--- src/rtl/alu_pkg.sv ---
// Opcode and FSM encodings shared by the ALU command driver and its users.
package alu_pkg;

  localparam logic [2:0] ALU_ADD = 3'b000;
  localparam logic [2:0] ALU_SUB = 3'b001;
  localparam logic [2:0] ALU_AND = 3'b010;
  localparam logic [2:0] ALU_OR  = 3'b011;
  localparam logic [2:0] ALU_XOR = 3'b100;
  localparam logic [2:0] ALU_NOT = 3'b101;
  localparam logic [2:0] ALU_MOV = 3'b110;
  localparam logic [2:0] ALU_INC = 3'b111;

  typedef enum logic [1:0] {
    ST_IDLE  = 2'd0,
    ST_ISSUE = 2'd1,
    ST_WAIT  = 2'd2,
    ST_RESP  = 2'd3
  } state_t;

  localparam int LAT_MIN = 1;
  localparam int LAT_MAX = 4;

  // A one-cycle latency still needs a one-bit counter to exist.
  function automatic int cnt_width(input int lat);
    return (lat > 1) ? $clog2(lat) : 1;
  endfunction

endpackage

--- src/rtl/alu_wait_counter.sv ---
// Loadable down-counter with a zero flag; counts the ALU's registered latency.
module alu_wait_counter #(
  parameter int W = 1
) (
  input  logic         clk,
  input  logic         rst,
  input  logic         load,
  input  logic [W-1:0] load_val,
  output logic         zero
);

  logic [W-1:0] count;

  always_ff @(posedge clk or posedge rst) begin
    if (rst) begin
      count <= '0;
    end else if (load) begin
      count <= load_val;
    end else if (count != '0) begin
      count <= count - 1'b1;
    end
  end

  assign zero = (count == '0);

endmodule

--- src/rtl/alu_cmd_driver.sv ---
// Issues one ALU command per handshake, waits out the ALU latency, returns the result.
// state | meaning: IDLE accept cmd | ISSUE alu_en pulse | WAIT latency count | RESP hold rsp
module alu_cmd_driver
  import alu_pkg::*;
#(
  parameter int N   = 16,
  parameter int LAT = 1
) (
  input  logic         clk,
  input  logic         rst,
  input  logic         cmd_valid,
  output logic         cmd_ready,
  input  logic [2:0]   cmd_op,
  input  logic [N-1:0] cmd_a,
  input  logic [N-1:0] cmd_b,
  input  logic         cmd_mov,
  output logic         rsp_valid,
  input  logic         rsp_ready,
  output logic [N-1:0] rsp_result,
  output logic         rsp_o,
  output logic         rsp_z,
  output logic         rsp_n,
  output logic [N-1:0] alu_a,
  output logic [N-1:0] alu_b,
  output logic [2:0]   alu_op,
  output logic         alu_en,
  output logic         alu_mov_sel,
  input  logic [N-1:0] alu_sum,
  input  logic         alu_o,
  input  logic         alu_z,
  input  logic         alu_n,
  output logic [15:0]  ops_done
);

  localparam int            CW       = cnt_width(LAT);
  localparam logic [CW-1:0] LOAD_VAL = CW'(LAT - 1);

  if (LAT < LAT_MIN || LAT > LAT_MAX) begin : g_lat_check
    $error("alu_cmd_driver: LAT must be in 1..4");
  end

  state_t state_q, state_d;
  logic   accept, capture, rsp_hs, cnt_load, cnt_zero;
  logic   cmd_ready_q;

  always_comb begin
    state_d  = state_q;
    accept   = 1'b0;
    capture  = 1'b0;
    rsp_hs   = 1'b0;
    cnt_load = 1'b0;
    unique case (state_q)
      ST_IDLE: begin
        if (cmd_valid && cmd_ready_q) begin
          accept  = 1'b1;
          state_d = ST_ISSUE;
        end
      end
      ST_ISSUE: begin
        cnt_load = 1'b1;
        state_d  = ST_WAIT;
      end
      ST_WAIT: begin
        if (cnt_zero) begin
          capture = 1'b1;
          state_d = ST_RESP;
        end
      end
      ST_RESP: begin
        if (rsp_ready) begin
          rsp_hs  = 1'b1;
          state_d = ST_IDLE;
        end
      end
      default: state_d = ST_IDLE;
    endcase
  end

  always_ff @(posedge clk or posedge rst) begin
    if (rst) begin
      state_q <= ST_IDLE;
    end else begin
      state_q <= state_d;
    end
  end

  // Ready is a flop so it stays low through reset and the first IDLE cycle after a response.
  always_ff @(posedge clk or posedge rst) begin
    if (rst) begin
      cmd_ready_q <= 1'b0;
    end else begin
      cmd_ready_q <= (state_q == ST_IDLE) && !accept;
    end
  end

  always_ff @(posedge clk or posedge rst) begin
    if (rst) begin
      alu_a       <= '0;
      alu_b       <= '0;
      alu_op      <= '0;
      alu_mov_sel <= 1'b0;
    end else if (accept) begin
      alu_a       <= cmd_a;
      alu_b       <= cmd_b;
      alu_op      <= cmd_op;
      alu_mov_sel <= cmd_mov;
    end
  end

  always_ff @(posedge clk or posedge rst) begin
    if (rst) begin
      rsp_result <= '0;
      rsp_o      <= 1'b0;
      rsp_z      <= 1'b0;
      rsp_n      <= 1'b0;
    end else if (capture) begin
      rsp_result <= alu_sum;
      rsp_o      <= alu_o;
      rsp_z      <= alu_z;
      rsp_n      <= alu_n;
    end
  end

  always_ff @(posedge clk or posedge rst) begin
    if (rst) begin
      ops_done <= '0;
    end else if (rsp_hs) begin
      ops_done <= ops_done + 16'd1;
    end
  end

  alu_wait_counter #(
    .W (CW)
  ) u_wait (
    .clk      (clk),
    .rst      (rst),
    .load     (cnt_load),
    .load_val (LOAD_VAL),
    .zero     (cnt_zero)
  );

  assign cmd_ready = cmd_ready_q;
  assign alu_en    = (state_q == ST_ISSUE);
  assign rsp_valid = (state_q == ST_RESP);

endmodule

--- config.mk ---
export PLATFORM = sky130hd
export DESIGN_NAME = alu_cmd_driver
export DESIGN_NICKNAME = d
export VERILOG_FILES = /design/src/rtl/alu_pkg.sv /design/src/rtl/alu_wait_counter.sv /design/src/rtl/alu_cmd_driver.sv
export SDC_FILE = /design/constraint.sdc
export NUM_CORES = 1
export LEC_CHECK = 0
export ABC_CLOCK_PERIOD_IN_PS = 2200
export BUFFER_PORTS_ARGS = -buffer_cell sky130_fd_sc_hd__buf_2
export CELL_PAD_IN_SITES_DETAIL_PLACEMENT = 1
export CELL_PAD_IN_SITES_GLOBAL_PLACEMENT = 2
export CORE_MARGIN = 2
export CORE_UTILIZATION = 27
export CTS_BUF_LIST = sky130_fd_sc_hd__clkbuf_16
export DETAILED_ROUTE_END_ITERATION = 10
export GPL_TIMING_DRIVEN = 0
export HOLD_SLACK_MARGIN = 0.03
export PLACE_DENSITY_LB_ADDON = 0.1
export SETUP_SLACK_MARGIN = 0.1
export SKIP_CTS_REPAIR_TIMING = 1
export SYNTH_ARGS = -nofsm -noshare
export SYNTH_HDL_FRONTEND = slang
export SYNTH_SLANG_ARGS = --single-unit
--- constraint.sdc ---
create_clock -name clk -period 2.2 [get_ports clk]
set_clock_uncertainty 0.2 [all_clocks]
set_input_delay 0.22 -clock clk [delete_from_list [all_inputs] [get_ports clk]]
set_output_delay 0.22 -clock clk [all_outputs]
set_load 0.01 [all_outputs]
# == Yosys cells after proc, flatten, opt, wreduce, memory -nomap -nowiden ==
# Cells that the tools add are included.
# classes
addsub,2
n_eq_ne,6
muxes,13
reduce_logical,5
# ops
op,count
"adder 16 x 1 -> 16 bit, second input constant",1
2-to-1 mux 1 bit,9
case mux 2 bit (4 select lines),1
2-to-1 mux 2 bit,3
"equality test 2 bit, second input constant",2
"!= test 2 bit, second input constant",2
AND reduction 3 bit,1
"equality test 2 x 1 -> 1 bit, second input constant",1
logical AND 1 bit,2
zero test 2 bit,1
"!= test 2 x 1 -> 1 bit, second input constant",1
zero test 1 bit,1
"subtractor 1 bit, second input constant",1
# totals
register_bits,75
output_inout_bits,74

# == Longest topological paths before layout ==
# Gate-level depths: netlist (run 1).
# depth
word_depth,5
mapped_depth,6
ltp_nobuf,6

# == By module ==
# A second synthesis (run 1) with hierarchy kept.
# unflattened
cells_unflattened,199
area_unflattened_um2,2994.1
# by_module_without_submodules
module,n_inst,cells_per_inst,area_per_inst_um2,seq_area_each_um2
alu_cmd_driver,1,195,2955.3,1851.8
alu_wait_counter,1,4,38.8,25.0

# == Worst setup path after synthesis (run 1) ==
# No wires, ideal clock.
# synth_path
kind,register to register
startpoint,register state_q[0]
endpoint,register ops_done[14]
setup_ps,80
t_arrival_ps,1517
t_required_ps,1920
slack_ps,403
path_stages_with_launch,6
n_path_buf,0
path_cell_list,dfrtp_1 -> ha_1 -> nand3_2 -> or3_4 -> nor3_1 -> xnor2_1
# synth_via
elab_chain_cells,2
# synth_lines
element,line_no,source
start: declaration,alu_cmd_driver.sv:42,"state_t state_q, state_d;"
start signal: assignment,alu_cmd_driver.sv:83,state_q <= state_d;
equality test 2 bit,--,
via rsp_valid,alu_cmd_driver.sv:17,"output logic rsp_valid,"
2-to-1 mux 1 bit,alu_cmd_driver.sv:52,unique case (state_q)
end signal: assignment,alu_cmd_driver.sv:128,ops_done <= ops_done + 16'd1;
end: declaration,alu_cmd_driver.sv:32,output logic [15:0] ops_done
# The timed path passes the listed nets, and every way through them passes these cells.
# A chain may end at the register's enable or synchronous reset.

# == Worst setup path in the final report (run 1) ==
# layout_path
startpoint,register state_q[0]
endpoint,register ops_done[15]
# layout_via
elab_chain_cells,2
# layout_lines
element,line_no
equality test 2 bit,alu_cmd_driver.sv:52
2-to-1 mux 1 bit,alu_cmd_driver.sv:52
# Every way passes these cells.

==> impl_results.md, run 1 <==
* Total negative slack at 0 ns
* Pre-antenna DRT Iters at 4
* I/O Pins at 133
* Mean Syn Cell Area at 15.08 sq um
* Largest net degree at the start of global routing at 39
* CP arrival at 2.00 ns
* PortBufs at 132
* Vias in the first global route at 2,046
* Slew @ Worst Pin at 0.8505 ns
* Core Region at 10,420 sq um
* Worst rel slew slack at 43.18%
* Detailed placement HPWL at 5.131 mm
* RSZ-0062 raised after global routing: false
* Outcome: finished, final reports clean
* Share of cells above drive strength 1 at 52.38%
* Crit path capture type: flip-flop
* Cells after synthesis at 193
* Mapped cell area at 2910 sq um
* Number of synthesized register bits at 74
* DR vias at 2,263
* Critical Path Fanout Max at 5
* LEAKAGE at 0.002281 uW
* Kind of critical path: flip-flop to flip-flop
* Clock sink total at 74
* Time the worst path needs with I/O delays and setup at 1.949 ns
* Final setup violation count at 0
* Max-cap viol count at 0
* Final wirelength at 7.706 mm
* Final GP Congestion at 0.7112
* Routed vias/inst at 4.230
* Post-Syn Nets at 257
* First-pass GRT wire length at 11.02 mm
* CP required at 2.25 ns
* Diodes inserted at 0
* Post-layout net count at 458
* Synth cell types at 25
* Num CTS Buffers at 9
* DR DRC count at 0
* DRT iter0 DRCs at 32
* Final Max Tran Viols at 0
* Final worst setup slack at 0.2511 ns
* Most common cell after layout, fill and taps aside: buf_2
* Overflow left after global routing at 0
* Die width at 107.8 um
* # H-tree levels at 3
* Antenna Nets Post-Route at 0
* Initial Utilization at 27.94%
* Row Count at 37
* Clock Latency Late Sink at 0.32 ns
* Initial antenna violation count at 0
* Final hold vios at 0
* CTS max path bufs at 2
* Commonest non-fill, non-tap cells in the layout: buf_2, dfrtp_1, dlygate4sd3_1, mux2_2, xnor2_1
* CTS tree: yes
* Ys Warns at 0
* Die area at 11,630 sq um
* Fmax achieved at 513.1 MHz
* DR WL/cell at 14.40 um
* Die Ht at 107.8 um
* Root buffer cell: clkbuf_16
* Synthesis-to-finish area growth at 60.06%
* Sequential share of the synthesized area at 63.63%
* Final period utilization at 88.59%
* Clock-pin slew on the worst setup and hold paths at 0.06 ns
* Gr usage total at 12.30%
* Cell area power density at 1255 nW/um^2
* Worst slack, placed at 0.1197 ns
* VDD IR max at 0.0004854 V
* Worst Hold Class: primary input to flip-flop
* Crit start category: flip-flop
==> worst max-delay path, stage by stage, from the launching register on <==
cell and delay (ns):
dfrtp_1 0.40, ha_1 0.28, and4_2 0.33, nand4_1 0.23, nor3_1 0.28, xor2_1 0.16
==> per-stage QoR <==
| stage | area [sq um] | total power (uW) | std cells | util [%] | hold WS, ns |
|---|---|---|---|---|---|
| floorplan | 2914 | 3393 | 193 | - | 0.1249 |
| global placement | 3745 | 4202 | 461 | 35.95 | 0.2369 |
| detailed placement | 3765 | 4253 | 462 | 36.14 | 0.2390 |
| CTS | 4083 | 5860 | 478 | 39.20 | -0.1072 |
| global route | 4658 | 6247 | 535 | 44.72 | 0.03543 |
| finish | 4658 | 5848 | 535 | 44.72 | 0.03010 |
==> sequential cells by signal, summed over array words and instances, names as in the netlist <==
register / cells
alu_op: 3
state_q: 2
rsp_n: 1
ops_done: 16
rsp_result: 16
rsp_z: 1
alu_b: 16
alu_a: 16
cmd_ready: 1
alu_mov_sel: 1
rsp_o: 1
==> layout make-up <==
type	instances	area, sq um
multi-input combinational	108	1018
timing repair buffer	190	1251
clock inverter	7	92.59
clock buffer	9	225.2
tap	136	170.2
inverter	6	26.28
buffer	5	22.52
fill	1127	5758
sequential	74	1852
==> cells in the mapped netlist, drive strengths merged <==
| master | n | share of area (%) |
|---|---|---|
| and4 | 3 | 0.95 |
| nand3 | 6 | 1.2 |
| xor2 | 5 | 1.5 |
| inv | 6 | 0.77 |
| nor3 | 3 | 0.52 |
| o21ai | 1 | 0.17 |
| buf | 3 | 0.52 |
| clkbuf | 2 | 0.26 |
| mux2 | 56 | 22 |
| a21boi | 1 | 0.26 |
| ha | 5 | 2.1 |
| and2 | 1 | 0.22 |
| o32a | 1 | 0.34 |
| xnor2 | 10 | 3.0 |
| nor2 | 4 | 0.52 |
| dfrtp | 74 | 64 |
| and3 | 1 | 0.22 |
| nand2 | 6 | 0.77 |
| nand4 | 3 | 0.64 |
| or3 | 1 | 0.39 |
| and2b | 1 | 0.30 |
==> power breakdown <==
part           switching, uW  internal, uW
Combinational            943          1090
Clock                    579           992
Sequential               305          1940
Total                   1830          4020
==> layer usage <==
metal | track usage [%] | routed length [um] | vias to the layer above
li1 | - | - | 1065
met4 | 4.121 | 104 | 0
met5 | 0 | 0 | -
met2 | 19.23 | 3806 | 79
met1 | 16.73 | 3373 | 1110
met3 | 2.906 | 422 | 9
==> cells by family (layout without fill, tap and decap cells) <==
| kind of cell | after synthesis | after routing | share of synthesized area, % |
|---|---|---|---|
| simple gates | 29 | 29 | 5.718 |
| compound gates | 3 | 3 | 0.7738 |
| xor+xnor | 15 | 15 | 4.514 |
| buf+inv | 11 | 217 | 1.548 |
| mux | 56 | 56 | 21.67 |
| flops | 74 | 74 | 63.63 |
| fa+ha+maj | 5 | 5 | 2.150 |
==> final timing paths <==
path / from / cells past startpoint / slack, ns / end
min: rsp_ready / 3 / 0.03 / ops_done[0]
max in group asynchronous: rst / 4 / 0.72 / rsp_result[6]
max: state_q[0] / 5 / 0.25 / ops_done[15]
min reg2reg: ops_done[15] / 1 / 0.28 / ops_done[15]
max reg2reg: state_q[0] / 5 / 0.25 / ops_done[15]
min in group asynchronous: rst / 3 / 0.42 / alu_b[8]
(Power assumes the default switching activity.)
==> run 2: changes to the inputs <==
CELL_PAD_IN_SITES_DETAIL_PLACEMENT = unset   (was 1)
CELL_PAD_IN_SITES_GLOBAL_PLACEMENT = unset   (was 2)
CORE_UTILIZATION = 39   (was 27)
PLACE_DENSITY = 0.71   (was unset)
PLACE_DENSITY_LB_ADDON = unset   (was 0.1)
==> run 2 against run 1 <==
Compared with the run above: final cell count down 6.9%; total power decreased by 1.5%; sequential share of layout area increased by 0.48 points.
==> impl_results.md, run 2 (synthesized netlist as in run 1, its figures left out) <==
* Outcome: finished, final reports clean (unchanged)
* Vias in the first global route at 2,105 (was 2,046)
* Fmax achieved at 520.6 MHz (was 513.1 MHz)
* DR vias at 2,244 (was 2,263)
* Worst rel slew slack at 50.37% (was 43.18%)
* Worst Reg-to-Reg Cells at 5 (unchanged)
* Slew @ Worst Pin at 0.7429 ns (was 0.8505 ns)
* Clock Latency Late Sink at 0.32 ns (about the same)
* CTS tree: yes (unchanged)
* Diodes inserted at 0 (unchanged)
* Most common cell after layout, fill and taps aside: buf_2 (unchanged)
* Area post-placement at 3719 sq um (was 3765 sq um)
* DR DRC count at 0 (unchanged)
* FILL cells at 567 (was 1,127)
* Final period utilization at 87.31% (was 88.59%)
* Critical Path Fanout Max at 10 (was 5)
* Worst Hold Path Cells at 3 (unchanged)
* Crit start category: flip-flop (unchanged)
* Final GP Congestion at 0.6959 (was 0.7112)
* Commonest non-fill, non-tap cells in the layout: buf_2, dfrtp_1, dlygate4sd3_1, mux2_2, xnor2_1 (unchanged)
* Gr usage total at 15.24% (was 12.30%)
* Num CTS Buffers at 9 (unchanged)
* Final setup violation count at 0 (unchanged)
* Time the worst path needs with I/O delays and setup at 1.921 ns (was 1.949 ns)
* CTS max path bufs at 2 (unchanged)
* Final instance area at 4603 sq um (was 4658 sq um)
* CP arrival at 1.92 ns (was 2.00 ns)
* Flop-to-flop setup slack at 0.28 ns (was 0.25 ns)
* Final hold vios at 0 (unchanged)
* Pwr Total at 5762 uW (was 5848 uW)
* I/O Pins at 133 (unchanged)
* Max-cap viol count at 0 (unchanged)
* Clock-pin slew on the worst setup and hold paths at 0.05 ns (was 0.06 ns)
* CP endpoint: alu_a[1] (was ops_done[15])
* Overflow left after global routing at 0 (unchanged)
* Cell area power density at 1252 nW/um^2 (was 1255 nW/um^2)
* CP required at 2.20 ns (was 2.25 ns)
* Pre-antenna DRT Iters at 4 (unchanged)
* Routed vias/inst at 4.506 (was 4.230)
* Clock sink total at 74 (unchanged)
* # H-tree levels at 3 (unchanged)
* Non-Filler Instances at 498 (was 535)
* DRT iter0 DRCs at 40 (was 32)
* PortBufs at 132 (unchanged)
* Reg2Reg Launch Point: state_q[1] (was state_q[0])
* Final Max Tran Viols at 0 (unchanged)
* Largest net degree at the start of global routing at 42 (was 39)
* Core Region at 7253 sq um (was 10,420 sq um)
* Post-layout net count at 458 (unchanged)
* Initial antenna violation count at 0 (unchanged)
* Total negative slack at 0 ns (unchanged)
* Root buffer cell: clkbuf_16 (unchanged)
* Row Count at 31 (was 37)
* Die width at 90.39 um (was 107.8 um)
* Share of cells above drive strength 1 at 52.13% (was 52.38%)
* Kind of critical path: flip-flop to flip-flop (unchanged)
* Die Ht at 90.39 um (was 107.8 um)
* RSZ-0062 raised after global routing: false (unchanged)
* First-pass GRT wire length at 9.936 mm (was 11.02 mm)
* Start point of the critical path: state_q[1] (was state_q[0])
* Detailed placement HPWL at 4.441 mm (was 5.131 mm)
* Hold WS at 0.04797 ns (was 0.03010 ns)
* Antenna Nets Post-Route at 0 (unchanged)
* Die area at 8169 sq um (was 11,630 sq um)
* Worst R2R End: alu_a[1] (was ops_done[15])
* Worst Hold Class: primary input to flip-flop (unchanged)
* Final wirelength at 6.817 mm (was 7.706 mm)
* LEAKAGE at 0.002277 uW (was 0.002281 uW)
* DR WL/cell at 13.69 um (was 14.40 um)
* Synthesis-to-finish area growth at 58.17% (was 60.06%)
* VDD IR max at 0.0007850 V (was 0.0004854 V)
* Crit path capture type: flip-flop (unchanged)
* Initial Utilization at 40.12% (was 27.94%)
* Placed cells at 425 (was 462)
-- run 2: cell count changes in the layout (fill, tap and decap cells not counted), sizes merged --
cell and delta:
inv -1, clkinv +1
-- run 2: power breakdown --
part	leakage, uW	internal [uW]	total [uW]	switching (uW)
combinational	0.00122	1090	2010	927
sequential	0.000907	1940	2250	305
clock	0.000148	978	1500	520
total	0.00228	4010	5760	1750
-- run 2: layer usage --
layer | GRT usage, % | wire length (um) | up-vias
li1 | - | - | 1071
met1 | 19.02 | 2904 | 1086
met2 | 25.50 | 3489 | 80
met3 | 3.506 | 333 | 7
met4 | 6.538 | 89 | 0
met5 | 0 | 0 | -
-- run 2: worst max-delay path, stage by stage (launching register included) --
cell,delay [ns]
dfrtp_1,0.40
inv_1,0.11
ha_1,0.23
nand3_2,0.24
buf_2,0.29
mux2_1,0.33
-- run 2: worst min path at each step --
stage | from | endpoint | slack (ns)
final | rsp_ready | ops_done[0] | 0.05
after global routing | rsp_ready | ops_done[0] | 0.06
after CTS | rst | ops_done[5] | -0.16
after detailed placement | rst | ops_done[1] | 0.18
after global placement | cmd_a[0] | alu_a[0] | 0.23
after floorplan | cmd_valid | cmd_ready | 0.12
-- run 2: final cells by class --
| class | instances | area (sq um) | share of cell area [%] |
|---|---|---|---|
| sequential | 74 | 1852 | 40.23 |
| timing repair buffer | 190 | 1251 | 27.18 |
| multi-input combinational | 108 | 1018 | 22.13 |
| clock buffer | 9 | 225.2 | 4.893 |
| tap | 99 | 123.9 | 2.691 |
| clock inverter | 7 | 83.83 | 1.821 |
| inverter | 6 | 26.28 | 0.5708 |
| buffer | 5 | 22.52 | 0.4893 |
-- run 2: stage by stage --
step	setup slack [ns]	utilization, %
2_1_floorplan	0.4029	-
3_3_place_gp	0.06404	50.99
3_5_place_dp	0.02735	51.27
4_1_cts	0.006412	55.53
5_1_grt	0.1035	63.46
6_report	0.2792	63.46
==> run 3: changes to the inputs <==
ABC_CLOCK_PERIOD_IN_PS = 1720   (was 2200)
CTS_BUF_LIST = unset   (was sky130_fd_sc_hd__clkbuf_16)
SLEW_MARGIN = 25   (was unset)
clock period = 1.72 ns   (was 2.2 ns; I/O delays follow)
==> run 3 against run 2 <==
Compared with the run above: non-clock buffer count increased by 14; die area unchanged; the flow now finishes with violations (setup timing); critical endpoint is now ops_done[12]; largest power group unchanged; global-route usage shrank 0.10 points; first-iteration DRC count decreased by 15%; routed wire length grew 5.7%; final cell count grew 2.8%; largest cell class unchanged; via count increased by 3.8%; sequential cell count unchanged; highest routed layer unchanged.
==> impl_results.md, run 3 (synthesized netlist as in run 1, its figures left out) <==
* Max-cap viol count at 0 (unchanged)
* Slew @ Worst Pin at 0.4603 ns (was 0.7429 ns)
* Final GP Congestion at 0.6973 (was 0.6959)
* Number of buffers and inverters on the critical path at 0 (was 2)
* Root buffer cell: clkbuf_8 (was clkbuf_16)
* Routed vias/inst at 4.549 (was 4.506)
* Worst slack, placed at -0.1219 ns (was 0.02735 ns)
* VDD IR max at 0.0008399 V (was 0.0007850 V)
* Met2 routed WL at 3.980 mm (was 3.489 mm)
* Violated checks: setup timing
* Vias in the first global route at 2,065 (was 2,105)
* FILL cells at 563 (was 567)
* P_sw at 2280 uW (was 1753 uW)
* LEAKAGE at 0.002352 uW (was 0.002277 uW)
* Total negative slack at -0.01471 ns (was 0 ns)
* Critical Path Fanout Max at 4 (was 10)
* Switching share of power at 33.15% (was 30.42%)
* P_int at 4597 uW (was 4010 uW)
* Final wirelength at 7.208 mm (was 6.817 mm)
* Clock-pin slew on the worst setup and hold paths at 0.07 ns (was 0.05 ns)
* Final worst setup slack at -0.01471 ns (was 0.2792 ns)
* Crit path capture type: flip-flop (unchanged)
* Diodes inserted at 0 (unchanged)
* Final hold vios at 0 (unchanged)
* Antenna Nets Post-Route at 0 (unchanged)
* DR DRC count at 0 (unchanged)
* Die area at 8169 sq um (unchanged)
* Kind of critical path: flip-flop to flip-flop (unchanged)
* M1 WL at 2.769 mm (was 2.904 mm)
* Commonest non-fill, non-tap cells in the layout: buf_2, dfrtp_1, dlygate4sd3_1, mux2_2, buf_4 (was buf_2, dfrtp_1, dlygate4sd3_1, mux2_2, xnor2_1)
* Clock Latency Late Sink at 0.33 ns (was 0.32 ns)
* Outcome: finished, violations left (was finished, final reports clean)
* Multi-input gate area at 1090 sq um (was 1018 sq um)
* Num CTS Buffers at 9 (unchanged)
* Worst Hold Class: primary input to flip-flop (unchanged)
* Die width at 90.39 um (unchanged)
* Row Count at 31 (unchanged)
* Clock network power share at 16.4% (was 26.0%)
* First-pass GRT wire length at 9.880 mm (was 9.936 mm)
* Sequential share of power at 42.0% (was 39.0%)
* Largest net degree at the start of global routing at 24 (was 42)
* Routed wl met3 at 335 um (was 333 um)
* Core Region at 7253 sq um (unchanged)
* Comb power frac at 41.6% (was 35.0%)
* FF/Latch Area at 1853 sq um (was 1852 sq um)
* Post-layout net count at 472 (was 458)
* Cell area power density at 1454 nW/um^2 (was 1252 nW/um^2)
* Synthesis-to-finish area growth at 62.47% (was 58.17%)
* CTS max path bufs at 2 (unchanged)
* Worst rel slew slack at 69.25% (was 50.37%)
* Fmax achieved at 576.5 MHz (was 520.6 MHz)
* Initial Utilization at 40.12% (unchanged)
* Top delay family on crit path: simple AND/OR/NAND/NOR gates (was flip-flops)
* Overflow left after global routing at 0 (unchanged)
* CP arrival at 1.80 ns (was 1.92 ns)
* Final setup violation count at 1 (was 0)
* RSZ-0062 raised after global routing: true (was false)
* Crit path max-delay cell type: or3_4 (was dfrtp_1)
* Share of cells above drive strength 1 at 55.93% (was 52.13%)
* Final Max Tran Viols at 0 (unchanged)
* I/O Pins at 133 (unchanged)
* DR vias at 2,329 (was 2,244)
* DR WL/cell at 14.08 um (was 13.69 um)
* Gr usage total at 15.14% (was 15.24%)
* Final period utilization at 100.9% (was 87.31%)
* Pre-antenna DRT Iters at 4 (unchanged)
* PortBufs at 132 (unchanged)
* Crit start category: flip-flop (unchanged)
* CP Cell Sequence: ha_4 -> nand3_4 -> or3_4 -> nor3_4 -> xor2_1 (was inv_1 -> ha_1 -> nand3_2 -> buf_2 -> mux2_1)
* CP required at 1.78 ns (was 2.20 ns)
* # H-tree levels at 3 (unchanged)
* Initial antenna violation count at 0 (unchanged)
* Most common cell after layout, fill and taps aside: buf_2 (unchanged)
* Highest routed layer: met4 (unchanged)
* Clock sink total at 74 (unchanged)
* CP max stage delay at 0.44 ns (was 0.40 ns)
* Detailed placement HPWL at 4.502 mm (was 4.441 mm)
* CTS tree: yes (unchanged)
* DRT iter0 DRCs at 34 (was 40)
* Time the worst path needs with I/O delays and setup at 1.735 ns (was 1.921 ns)
* Die Ht at 90.39 um (unchanged)
## run 3: stage by stage
stage / hold WS (ns) / power, uW / std cells / util (%) / cell area, sq um
3_3_place_gp: 0.1837 / 5325 / 424 / 51.70 / 3750
4_1_cts: -0.3622 / 6611 / 443 / 54.98 / 3988
6_report: 0.05867 / 6877 / 512 / 65.19 / 4728
2_1_floorplan: 0.07694 / 4402 / 193 / - / 2965
3_5_place_dp: 0.01264 / 5469 / 427 / 52.73 / 3825
5_1_grt: 0.07565 / 7305 / 512 / 65.19 / 4728
## run 3: path summary, 6_finish.rpt
| check | end | slack, ns | start | cells after the start |
|---|---|---|---|---|
| max in group asynchronous | alu_b[11] | 0.47 | rst | 5 |
| min | ops_done[2] | 0.06 | rsp_ready | 4 |
| min reg2reg | ops_done[15] | 0.28 | ops_done[15] | 1 |
| max reg2reg | ops_done[12] | -0.01 | state_q[1] | 5 |
| max | ops_done[12] | -0.01 | state_q[1] | 5 |
| min in group asynchronous | rsp_result[9] | 0.24 | rst | 3 |
## run 3: layout make-up
cell class	instances	area share [%]
Sequential cell	74	39.19
Multi-Input combinational cell	108	23.05
Clock buffer	11	2.779
Buffer	5	1.429
Timing Repair Buffer	204	29.72
Inverter	6	0.5557
Clock inverter	5	0.6616
Tap cell	99	2.620
## run 3: worst reg2reg max path, cell delays in order, from the launching register on
cell and delay (ns):
dfrtp_1 0.42, ha_4 0.18, nand3_4 0.07, or3_4 0.44, nor3_4 0.21, xor2_1 0.15
## run 3: power groups by stage
| stage | Sequential, uW | Clock [uW] | Combinational, uW |
|---|---|---|---|
| 2_1_floorplan | 3250 | 0 | 1150 |
| 3_3_place_gp | 2860 | 0 | 2460 |
| 3_5_place_dp | 2910 | 0 | 2560 |
| 4_1_cts | 2870 | 1170 | 2560 |
| 5_1_grt | 2980 | 1240 | 3090 |
| 6_report | 2890 | 1130 | 2860 |
## run 3: per-layer routing
metal	up-vias	global-route usage, %
li1	1099	-
met1	1142	18.48
met2	75	25.69
met3	13	3.840
met4	0	6.154
met5	-	0
